`src/rtl/slc3_fetch_ctrl_if.sv`:
```
// Control bundle between the SLC-3 fetch sequencer and the datapath/memory.
// master = sequencer side, slave = datapath/button side.
interface slc3_fetch_ctrl_if;
  logic       Run;
  logic       Continue;
  logic [3:0] Opcode;

  logic       LD_MAR;
  logic       LD_MDR;
  logic       LD_IR;
  logic       LD_PC;
  logic       LD_LED;

  logic       GatePC;
  logic       GateMDR;
  logic       GateALU;
  logic       GateMARMUX;

  logic [1:0] PCMUX;
  logic       MIO_EN;
  logic       Mem_OE;
  logic       Mem_WE;
  logic [2:0] State_o;

  modport master (
    input  Run, Continue, Opcode,
    output LD_MAR, LD_MDR, LD_IR, LD_PC, LD_LED,
    output GatePC, GateMDR, GateALU, GateMARMUX,
    output PCMUX, MIO_EN, Mem_OE, Mem_WE, State_o
  );

  modport slave (
    output Run, Continue, Opcode,
    input  LD_MAR, LD_MDR, LD_IR, LD_PC, LD_LED,
    input  GatePC, GateMDR, GateALU, GateMARMUX,
    input  PCMUX, MIO_EN, Mem_OE, Mem_WE, State_o
  );
endinterface

```
`src/rtl/slc3_fetch_ctrl.sv`:
```
// SLC-3 fetch/pause sequencer: Moore FSM driving datapath loads, bus gates
// and SRAM strobes, with a fixed SRAM read wait and button-stepped pausing.
module slc3_fetch_ctrl #(
  parameter int unsigned MEM_WAIT    = 2,     // 1..15 cycles of Mem_OE low
  parameter bit          PAUSE_EVERY = 1'b1
) (
  input  logic               Clk,
  input  logic               Reset,
  slc3_fetch_ctrl_if.master  bus
);

  typedef enum logic [2:0] {
    HALTED = 3'd0,
    S18    = 3'd1,
    S33    = 3'd2,
    S35    = 3'd3,
    PAUSE1 = 3'd4,
    PAUSE2 = 3'd5
  } state_t;

  localparam logic [3:0] WAIT_LAST = 4'(MEM_WAIT - 1);
  localparam logic [3:0] OP_PAUSE  = 4'b1101;

  state_t     state, state_nxt;
  logic [3:0] wait_cnt, wait_cnt_nxt;
  logic       run_q, cont_q;
  logic       run_rise, cont_rise;
  logic       pause_here;

  assign run_rise  = bus.Run & ~run_q;
  assign cont_rise = bus.Continue & ~cont_q;

  // IR is already loaded when PAUSE1 is entered, so Opcode is a stable register value here.
  assign pause_here = PAUSE_EVERY || (bus.Opcode == OP_PAUSE);

  always_ff @(posedge Clk or negedge Reset) begin
    if (!Reset) begin
      state    <= HALTED;
      wait_cnt <= '0;
      run_q    <= 1'b0;
      cont_q   <= 1'b0;
    end else begin
      // NOTE: non-blocking assignments keep every register sampling pre-edge values.
      state    <= state_nxt;
      wait_cnt <= wait_cnt_nxt;
      run_q    <= bus.Run;
      cont_q   <= bus.Continue;
    end
  end

  always_comb begin
    // NOTE: every output gets a default before the case, so no path infers a latch.
    state_nxt      = state;
    wait_cnt_nxt   = wait_cnt;
    bus.LD_MAR     = 1'b0;
    bus.LD_MDR     = 1'b0;
    bus.LD_IR      = 1'b0;
    bus.LD_PC      = 1'b0;
    bus.LD_LED     = 1'b0;
    bus.GatePC     = 1'b0;
    bus.GateMDR    = 1'b0;
    bus.GateALU    = 1'b0;
    bus.GateMARMUX = 1'b0;
    bus.PCMUX      = 2'b00;
    bus.MIO_EN     = 1'b0;
    bus.Mem_OE     = 1'b1;
    bus.Mem_WE     = 1'b1;

    unique case (state)
      HALTED: begin
        if (run_rise) state_nxt = S18;
      end
      S18: begin
        bus.GatePC   = 1'b1;
        bus.LD_MAR   = 1'b1;
        bus.LD_PC    = 1'b1;
        wait_cnt_nxt = '0;
        state_nxt    = S33;
      end
      S33: begin
        bus.Mem_OE   = 1'b0;
        bus.MIO_EN   = 1'b1;
        // Cleared in S18 and left at WAIT_LAST <= 14, so this never wraps.
        wait_cnt_nxt = wait_cnt + 4'd1;
        if (wait_cnt == WAIT_LAST) begin
          bus.LD_MDR = 1'b1;
          state_nxt  = S35;
        end
      end
      S35: begin
        bus.GateMDR = 1'b1;
        bus.LD_IR   = 1'b1;
        state_nxt   = PAUSE1;
      end
      PAUSE1: begin
        if (!pause_here) begin
          state_nxt = S18;
        end else begin
          bus.LD_LED = 1'b1;
          if (cont_rise) state_nxt = PAUSE2;
        end
      end
      PAUSE2: begin
        bus.LD_LED = 1'b1;
        // Wait for release so one press advances exactly one instruction.
        if (!bus.Continue) state_nxt = S18;
      end
      default: begin
        state_nxt = HALTED;
      end
    endcase
  end

  assign bus.State_o = state;

endmodule

```
`src/flat_wrapper.sv`:
```
// flat-port wrapper written by rule: the top's interface ports become plain ports
module slc3_fetch_ctrl_flat 
#(
  parameter int unsigned MEM_WAIT    = 2,                                  
  parameter bit          PAUSE_EVERY = 1'b1
)
  (Clk, Reset, bus_Run, bus_Continue, bus_Opcode, bus_LD_MAR, bus_LD_MDR, bus_LD_IR, bus_LD_PC, bus_LD_LED, bus_GatePC, bus_GateMDR, bus_GateALU, bus_GateMARMUX, bus_PCMUX, bus_MIO_EN, bus_Mem_OE, bus_Mem_WE, bus_State_o);
  slc3_fetch_ctrl_if bus_i ();
  input  logic Clk;
  input  logic Reset;
  input wire logic [$bits(bus_i.Run)-1:0] bus_Run;
  input wire logic [$bits(bus_i.Continue)-1:0] bus_Continue;
  input wire logic [$bits(bus_i.Opcode)-1:0] bus_Opcode;
  output wire logic [$bits(bus_i.LD_MAR)-1:0] bus_LD_MAR;
  output wire logic [$bits(bus_i.LD_MDR)-1:0] bus_LD_MDR;
  output wire logic [$bits(bus_i.LD_IR)-1:0] bus_LD_IR;
  output wire logic [$bits(bus_i.LD_PC)-1:0] bus_LD_PC;
  output wire logic [$bits(bus_i.LD_LED)-1:0] bus_LD_LED;
  output wire logic [$bits(bus_i.GatePC)-1:0] bus_GatePC;
  output wire logic [$bits(bus_i.GateMDR)-1:0] bus_GateMDR;
  output wire logic [$bits(bus_i.GateALU)-1:0] bus_GateALU;
  output wire logic [$bits(bus_i.GateMARMUX)-1:0] bus_GateMARMUX;
  output wire logic [$bits(bus_i.PCMUX)-1:0] bus_PCMUX;
  output wire logic [$bits(bus_i.MIO_EN)-1:0] bus_MIO_EN;
  output wire logic [$bits(bus_i.Mem_OE)-1:0] bus_Mem_OE;
  output wire logic [$bits(bus_i.Mem_WE)-1:0] bus_Mem_WE;
  output wire logic [$bits(bus_i.State_o)-1:0] bus_State_o;
  assign bus_i.Run = bus_Run;
  assign bus_i.Continue = bus_Continue;
  assign bus_i.Opcode = bus_Opcode;
  assign bus_LD_MAR = bus_i.LD_MAR;
  assign bus_LD_MDR = bus_i.LD_MDR;
  assign bus_LD_IR = bus_i.LD_IR;
  assign bus_LD_PC = bus_i.LD_PC;
  assign bus_LD_LED = bus_i.LD_LED;
  assign bus_GatePC = bus_i.GatePC;
  assign bus_GateMDR = bus_i.GateMDR;
  assign bus_GateALU = bus_i.GateALU;
  assign bus_GateMARMUX = bus_i.GateMARMUX;
  assign bus_PCMUX = bus_i.PCMUX;
  assign bus_MIO_EN = bus_i.MIO_EN;
  assign bus_Mem_OE = bus_i.Mem_OE;
  assign bus_Mem_WE = bus_i.Mem_WE;
  assign bus_State_o = bus_i.State_o;
  slc3_fetch_ctrl #(.MEM_WAIT(MEM_WAIT), .PAUSE_EVERY(PAUSE_EVERY)) u_core (.Clk(Clk), .Reset(Reset), .bus(bus_i));
endmodule
```
`config.mk`:
```
export PLATFORM = sky130hd
export DESIGN_NAME = slc3_fetch_ctrl_flat
export DESIGN_NICKNAME = d
export VERILOG_FILES = /design/src/rtl/slc3_fetch_ctrl_if.sv /design/src/rtl/slc3_fetch_ctrl.sv /design/src/flat_wrapper.sv
export SDC_FILE = /design/constraint.sdc
export NUM_CORES = 1
export LEC_CHECK = 0
export BUFFER_PORTS_ARGS = -buffer_cell sky130_fd_sc_hd__buf_2
export CAP_MARGIN = 15
export CORE_AREA = 2 2 39 41
export CTS_CLUSTER_SIZE = 8
export DETAILED_ROUTE_END_ITERATION = 12
export DIE_AREA = 0 0 41 43
export GPL_ROUTABILITY_DRIVEN = 0
export PLACE_DENSITY = 0.68
export SLEW_MARGIN = 20
export SYNTH_ARGS = -nofsm -noshare
export SYNTH_HDL_FRONTEND = slang
export SYNTH_SLANG_ARGS = --single-unit
```
`constraint.sdc`:
```
create_clock -name Clk -period 3.9 [get_ports Clk]
set_input_delay 0.78 -clock Clk [delete_from_list [all_inputs] [get_ports Clk]]
set_output_delay 0.78 -clock Clk [all_outputs]
set_load 0.005 [all_outputs]
```
==> results of run 1 <==
## per-layer routing
layer  routed length [µm]  vias to the layer above  track usage  part of all wire
li1                     -                      177            -                 -
met1                  344                      163       0.1414              0.41
met2                  391                       13       0.1406              0.46
met3                   73                        5      0.09424             0.086
met4                   40                        0       0.1400             0.047
met5                    0                        -            0                 0
## cell type report
type | instances | area (µm²) | area share
clock buffer | 4 | 26.28 | 0.04646
inverter | 4 | 15.01 | 0.02655
multi-input combinational | 30 | 203.9 | 0.3606
sequential | 9 | 225.2 | 0.3982
tap | 16 | 20.02 | 0.03540
timing repair buffer | 15 | 75.07 | 0.1327
## power breakdown
part	switching [mW]	internal (mW)	total [mW]	leakage, nW
sequential	0.0294	0.121	0.150	0.115
clock	0.0318	0.0394	0.0712	0.0150
combinational	0.0657	0.0653	0.131	0.202
total	0.127	0.225	0.352	0.332
## kinds of logic (layout without fill, tap and decap cells)
group / Yosys count / after routing / synth area share
compound gates: 8 / 8 / 0.09430
fa+ha+maj: 2 / 2 / 0.04962
buf+inv: 13 / 23 / 0.1712
flops: 9 / 9 / 0.4467
mux: 1 / 1 / 0.01985
other cells: 2 / 5 / 0.01489
simple gates: 14 / 14 / 0.2035
## critical path, cell delays in order, from the launching register on
cell	delay, ns
dfrtp_1	0.43
or3b_1	0.53
nor4b_2	0.36
buf_2	0.17
## synthesized netlist by cell type, types with 2 or more instances
library cell | number | share of area
buf_4 | 8 | 0.12
dfrtp_1 | 9 | 0.45
inv_1 | 4 | 0.030
o21ai_0 | 3 | 0.030
ha_1 | 2 | 0.050
a21oi_1 | 2 | 0.020
nand2_1 | 2 | 0.015
nand3_1 | 2 | 0.020
conb_1 | 2 | 0.015
## registers in the layout (all words and copies together), names as in the netlist
signal              flops
u_core.bus.State_o      3
u_core.cont_q           1
u_core.run_q            1
u_core.wait_cnt         4
## per-stage QoR
stage / hold WS, ns / utilization / area [µm²] / total power, mW
6_report: 0.3503 / 0.4087 / 565.5 / 0.3523
3_5_place_dp: 0.5027 / 0.3897 / 539.3 / 0.2835
2_1_floorplan: 0.4658 / - / 515.5 / 0.2513
5_1_grt: 0.3474 / 0.4087 / 565.5 / 0.3855
3_3_place_gp: 0.4823 / 0.3897 / 539.3 / 0.2806
4_1_cts: 0.3504 / 0.4087 / 565.5 / 0.3593
## worst min path at each step
| stage | start | endpoint | slack [ns] | cells past startpoint |
|---|---|---|---|---|
| finish | Reset | u_core.run_q | 0.35 | 1 |
| floorplan | u_core.wait_cnt[3] | u_core.wait_cnt[3] | 0.47 | 1 |
| global route | Reset | u_core.run_q | 0.35 | 1 |
| detailed placement | u_core.wait_cnt[3] | u_core.wait_cnt[3] | 0.50 | 1 |
| CTS | Reset | u_core.run_q | 0.35 | 1 |
| global placement | u_core.wait_cnt[3] | u_core.wait_cnt[3] | 0.48 | 1 |
==> impl_metrics.ini, run 1 <==
[power]
p_per_area_mw_per_mm2 = 623.0
leakagePower_nw = 0.3318
ir_drop_v = 0.0002859

[cts]
clk_path_buf_depth = 2
cts_setup_buffers = 0
cts_sinks = 9
htree_levels = 1
hold_buffers = 0
cts_tree = done
numCtsBuffers = 3
clkLatencyLatePin_ns = 0.26
clk_pin_slew_ns = 0.06
root_buffer = clkbuf_4
post_cts_resized = 0

[placement]
place_ws_ns = 1.641
dp_hpwl_um = 616.4
placed_cells = 74
port_buffers = 15

[sta]
fin_skew_ns = 0.005323
fin_crit_sh = 0.6507
slew_violations = 0
setup_slack_ns = 1.362
max_freq_ghz = 0.3940
period_minus_slack_ns = 2.538
rsz0062_at_grt = false
hold_violations = 0
finalSetupViolCount = 0
setup_tns_ns = 0

[logic_synthesis]
yosysWarnings = 0
ys.flop_type = dfrtp_1
syn_area_per_cell_um2 = 10.29
async_flop_share = 1.000
yosys_register_bits = 9
syn_area_um2 = 504.2
synth_cells = 49
ys_seq_area_frac = 0.4467
synthDistinctLibCells = 24
synth_edf_count = 0

[worst_setup_path]
reg2reg_depth = 3
timing.rr.end = u_core.bus.State_o[0]
rr_startpoint = u_core.bus.State_o[0]
crit_path_start = u_core.bus.State_o[0]
critPathKind = reg2out
path_max_fanout = 9
critPathLaunchType = flop
endpoint = bus_LD_MDR
crit_arrival_ns = 1.76
cp_data_required_time_ns = 3.12
cp-end-kind = output pin
r2r_setup_slack_ns = 2.37

[global_route]
grt_max_degree = 10
grt_pass1_vias = 290
grt-ovfl-total = 0
antenna_found_initial = 0
grt_pass1_wl_um = 1290
grt_usage = 0.1283

[route]
avgRoutedWirePerCell_um = 10.88
first_pass_iters = 2
vias_per_cell = 4.590
drt-initial-drc-count = 2
ant_nets = 0
vias = 358
drc = 0
wl_um = 849

[layout]
diodes = 0
drive_gt1_frac = 0.3387
syn_to_final_growth_pct = 12.16
fin_nets = 73
finalNonFillerCells = 78
layout_commonest_cell = buf_2
mostFrequentLayoutCells = buf_2 (15), dfrtp_1 (9), conb_1 (5), inv_1 (4)
fillers = 141

[floorplanning]
rows = 14
fp.dieW_um = 41
initial_utilization = 0.3644
die_h_um = 43
dieArea_mm2 = 0.001763
fp.coreArea_mm2 = 0.001384
num_io_pins = 25

[worst_hold_path]
hp-class = in2async

[flow_run]
cap_viol_max_count = 0

[outcome]
status = complete, no violations
Power figures use the tool's default switching activity.
==> run 2, diff against run 1 <==
- clock period: 3.9 -> 2.5 ns (I/O delays scaled with it)
==> run 2 against run 1 <==
Against the previous run: highest routed layer unchanged; count of clock-buffer cells in the layout is the same; combinational power rose by 56%; hold slack got worse by 0.28 ns; sequential share of layout area is the same; final area unchanged; sequential power rose by 57%; via count rose by 0.28%; wire length shrank 3.8%; flip-flop and latch count stayed put; clock power increased by 63%; critical endpoint unchanged; power grew 57%.
==> impl_metrics.ini, run 2 (same netlist as run 1, synthesis figures left out) <==
[route]
drt-initial-drc-count = 0
drc = 0
ant_nets = 0
vias_per_cell = 4.603
vias = 359
avgRoutedWirePerCell_um = 10.47
first_pass_iters = 1
wl_um = 817

[cts]
numCtsBuffers = 3
clk_pin_slew_ns = 0.06
clk_path_buf_depth = 2
root_buffer = clkbuf_4
clkLatencyLatePin_ns = 0.26
post_cts_resized = 0
cts_tree = done
cts_sinks = 9
htree_levels = 1
cts_setup_buffers = 0
hold_buffers = 0

[outcome]
status = complete, no violations

[sta]
finalSetupViolCount = 0
slew_violations = 0
setup_tns_ns = 0
fin_skew_ns = 0.001613
rsz0062_at_grt = false
fin_crit_sh = 0.9035
period_minus_slack_ns = 2.259
hold_violations = 0
max_freq_ghz = 0.4427

[placement]
dp_hpwl_um = 608.7
port_buffers = 15
dpl_cell_area_um2 = 539.3

[layout]
final_cell_area_um2 = 565.5
layout_commonest_cell = buf_2
largest_reg_flops = 4
final_util = 0.4087
seqCellArea_um2 = 225.2
multiInputGateArea_um2 = 203.9
mostFrequentLayoutCells = buf_2 (15), dfrtp_1 (9), conb_1 (5), inv_1 (4)
drive_gt1_frac = 0.3387
syn_to_final_growth_pct = 12.16
fin_nets = 73
fillers = 134
diodes = 0
max_flop_register = u_core.wait_cnt

[floorplanning]
rows = 14
die_h_um = 43
initial_utilization = 0.3644
num_io_pins = 25
fp.coreArea_mm2 = 0.001384
dieArea_mm2 = 0.001763
fp.dieW_um = 41

[worst_setup_path]
path_max_fanout = 9
critPathKind = reg2out
critPathLaunchType = flop
cp-end-kind = output pin
cp_data_required_time_ns = 2.00
crit_arrival_ns = 1.76

[worst_hold_path]
hp-class = in2async

[global_route]
grt_pass1_wl_um = 1359
grt-ovfl-total = 0
grt_max_degree = 10
grt_usage = 0.1223
grt_pass1_vias = 306
antenna_found_initial = 0

[power]
ir_drop_v = 0.0003535
leakagePower_nw = 0.3318
p_per_area_mw_per_mm2 = 980.6

[flow_run]
cap_viol_max_count = 0
-- run 2: cell counts in the layout (fill, tap and decap cells not counted) --
No cell type changed its count.
-- run 2: power breakdown --
part,internal (mW),switching (mW)
sequential,0.188,0.0467
combinational,0.101,0.103
clock,0.0617,0.0539
-- run 2: cell type report --
cell class              count  area share
flip-flops and latches      9      0.3982
repair buffers             15      0.1327
multi-input cells          30      0.3606
inverters                   4     0.02655
well taps                  16     0.03540
clock buffers               4     0.04646
-- run 2: stage by stage --
stage | worst slack, ns | hold WS [ns] | std cells | total power, mW
2_1_floorplan | 0.7552 | 0.2044 | 52 | 0.3920
3_3_place_gp | 0.5270 | 0.3595 | 74 | 0.4375
3_5_place_dp | 0.5247 | 0.3631 | 74 | 0.4425
4_1_cts | 0.2240 | 0.07759 | 78 | 0.5617
5_1_grt | 0.1320 | 0.08045 | 78 | 0.6062
6_report | 0.2412 | 0.07439 | 78 | 0.5546
-- run 2: path summary, 6_finish.rpt --
check	startpoint	end	slack (ns)	cells after the start
setup / recovery	u_core.bus.State_o[0]	bus_LD_MDR	0.24	3
hold / removal	Reset	u_core.wait_cnt[3]	0.07	1
min in group Clk	bus_Run	u_core.run_q	0.35	1
max in group asynchronous	Reset	u_core.bus.State_o[1]	2.25	1
hold reg to reg	u_core.wait_cnt[3]	u_core.wait_cnt[3]	0.50	1
setup reg to reg	u_core.bus.State_o[0]	u_core.wait_cnt[2]	0.96	3
-- run 2: worst max-delay path: stages, from the launching register on --
cell     delay [ns]
dfrtp_1        0.44
or3b_1         0.54
nor4b_2        0.35
buf_2          0.17
-- run 2: layer usage --
metal  GRT usage  up-vias  part of all wire
li1            -      176                 -
met1      0.1757      167              0.47
met2      0.1375       13              0.43
met3     0.04712        3             0.062
met4      0.1000        0             0.033
met5           0        -                 0
==> run 3, diff against run 2 <==
- BUFFER_PORTS_ARGS: -buffer_cell sky130_fd_sc_hd__buf_2 -> not set
- DONT_BUFFER_PORTS: not set -> 1
- PLACE_DENSITY: 0.68 -> 0.5
- RECOVER_POWER: not set -> 100
==> run 3 against run 2 <==
Against the previous run: clock power fell by 5%; count of clock-buffer cells in the layout did not move; wire length rose by 7.1%; global-route usage rose by 0.79 points; via count fell by 10%; power fell by 8.8%; critical path type unchanged; largest cell class unchanged.
==> impl_metrics.ini, run 3 (same netlist as run 1, synthesis figures left out) <==
[sta]
fin_crit_sh = 0.8726
rsz0062_at_grt = false
finalSetupViolCount = 0
max_freq_ghz = 0.4584
setup_tns_ns = 0
slew_violations = 0
fin_skew_ns = 0.005902
hold_violations = 0
period_minus_slack_ns = 2.182

[route]
wl_um = 875
first_pass_iters = 2
avgRoutedWirePerCell_um = 13.67
vias_per_cell = 5.031
drt-initial-drc-count = 3
vias = 322
ant_nets = 0
drc = 0

[cts]
clk_pin_slew_ns = 0.06
htree_levels = 1
clk_path_buf_depth = 2
cts_sinks = 9
numCtsBuffers = 3
post_cts_resized = 0
root_buffer = clkbuf_4
clkLatencyLatePin_ns = 0.26
cts_tree = done

[floorplanning]
fp.dieW_um = 41
dieArea_mm2 = 0.001763
fp.coreArea_mm2 = 0.001384
rows = 14
num_io_pins = 25
initial_utilization = 0.3644
die_h_um = 43

[placement]
port_buffers = 0
dp_hpwl_um = 681
placed_cells = 59

[layout]
diodes = 0
fillers = 149
layout_commonest_cell = dfrtp_1
mostFrequentLayoutCells = dfrtp_1 (9), conb_1 (5), inv_1 (4), o21ai_0 (3), clkbuf_4 (3)
largest_reg_flops = 4
finalNonFillerCells = 64
max_flop_register = u_core.wait_cnt
drive_gt1_frac = 0.1250
syn_to_final_growth_pct = -0.7445
fin_nets = 59

[worst_setup_path]
critPathKind = reg2out
cp-end-kind = output pin
critPathLaunchType = flop
path_max_fanout = 9
crit_arrival_ns = 1.68
cp_data_required_time_ns = 2.00

[global_route]
grt_max_degree = 10
grt_pass1_vias = 332
grt-ovfl-total = 0
grt_pass1_wl_um = 1407
antenna_found_initial = 0
grt_usage = 0.1302

[power]
ir_drop_v = 0.0003376
leakagePower_nw = 0.2644
p_per_area_mw_per_mm2 = 1011
power.total_uw = 505.8

[flow_run]
cap_viol_max_count = 0

[worst_hold_path]
hp-class = in2reg

[outcome]
status = complete, no violations
-- run 3: changes by cell type in the layout (fill, tap and decap cells not counted) --
cell and delta:
buf_2 -15, dlygate4sd3_1 +1
-- run 3: area by class of cell --
class                           instances  area, µm²  area share
Sequential cell                         9      225.2      0.4500
Multi-Input combinational cell         30      203.9      0.4075
Clock buffer                            4      26.28     0.05250
Tap cell                               16      20.02     0.04000
Inverter                                4      15.01     0.03000
Timing Repair Buffer                    1      10.01     0.02000
-- run 3: critical path: stages, from the launching register on --
cell and delay [ns]:
dfrtp_1 0.45, or3b_1 0.55, nor4b_2 0.43
-- run 3: metrics by stage --
stage | utilization | hold slack (ns) | cell area (µm²) | setup slack [ns]
after detailed placement | 0.3354 | 0.2047 | 464.2 | 0.5822
after CTS | 0.3617 | 0.2536 | 500.5 | 0.2929
after floorplan | - | 0.2044 | 515.5 | 0.7552
final | 0.3617 | 0.2641 | 500.5 | 0.3185
after global routing | 0.3617 | 0.2384 | 500.5 | 0.2163
after global placement | 0.3354 | 0.2047 | 464.2 | 0.5796
-- run 3: worst paths after layout --
kind | startpoint | to | slack (ns) | cells after the start
max | u_core.bus.State_o[0] | bus_LD_MDR | 0.32 | 2
min | bus_Run | u_core.run_q | 0.26 | 0
max reg2reg | u_core.bus.State_o[0] | u_core.bus.State_o[0] | 0.87 | 3
min reg2reg | u_core.wait_cnt[3] | u_core.wait_cnt[3] | 0.51 | 1
max in group asynchronous | Reset | u_core.cont_q | 1.61 | 1
min in group asynchronous | Reset | u_core.wait_cnt[0] | 0.60 | 1
-- run 3: metal layers --
metal  up-vias  GRT usage  routed length [µm]
met5         -          0                   0
met2         9     0.1938                 470
met1       160     0.1309                 349
li1        151          -                   -
met3         2    0.07853                  44
met4         0    0.08000                  10
-- run 3: where the power goes --
group / internal [mW] / total (mW) / switching [mW]
registers: 0.188 / 0.242 / 0.0537
logic: 0.0651 / 0.154 / 0.0885
clock network: 0.0614 / 0.110 / 0.0490
total: 0.315 / 0.506 / 0.191
-- run 3: what timing repair did --
item                      CTS  global route
hold buffers                1             0
setup buffers               0             0
hold endpoints to repair    9             0
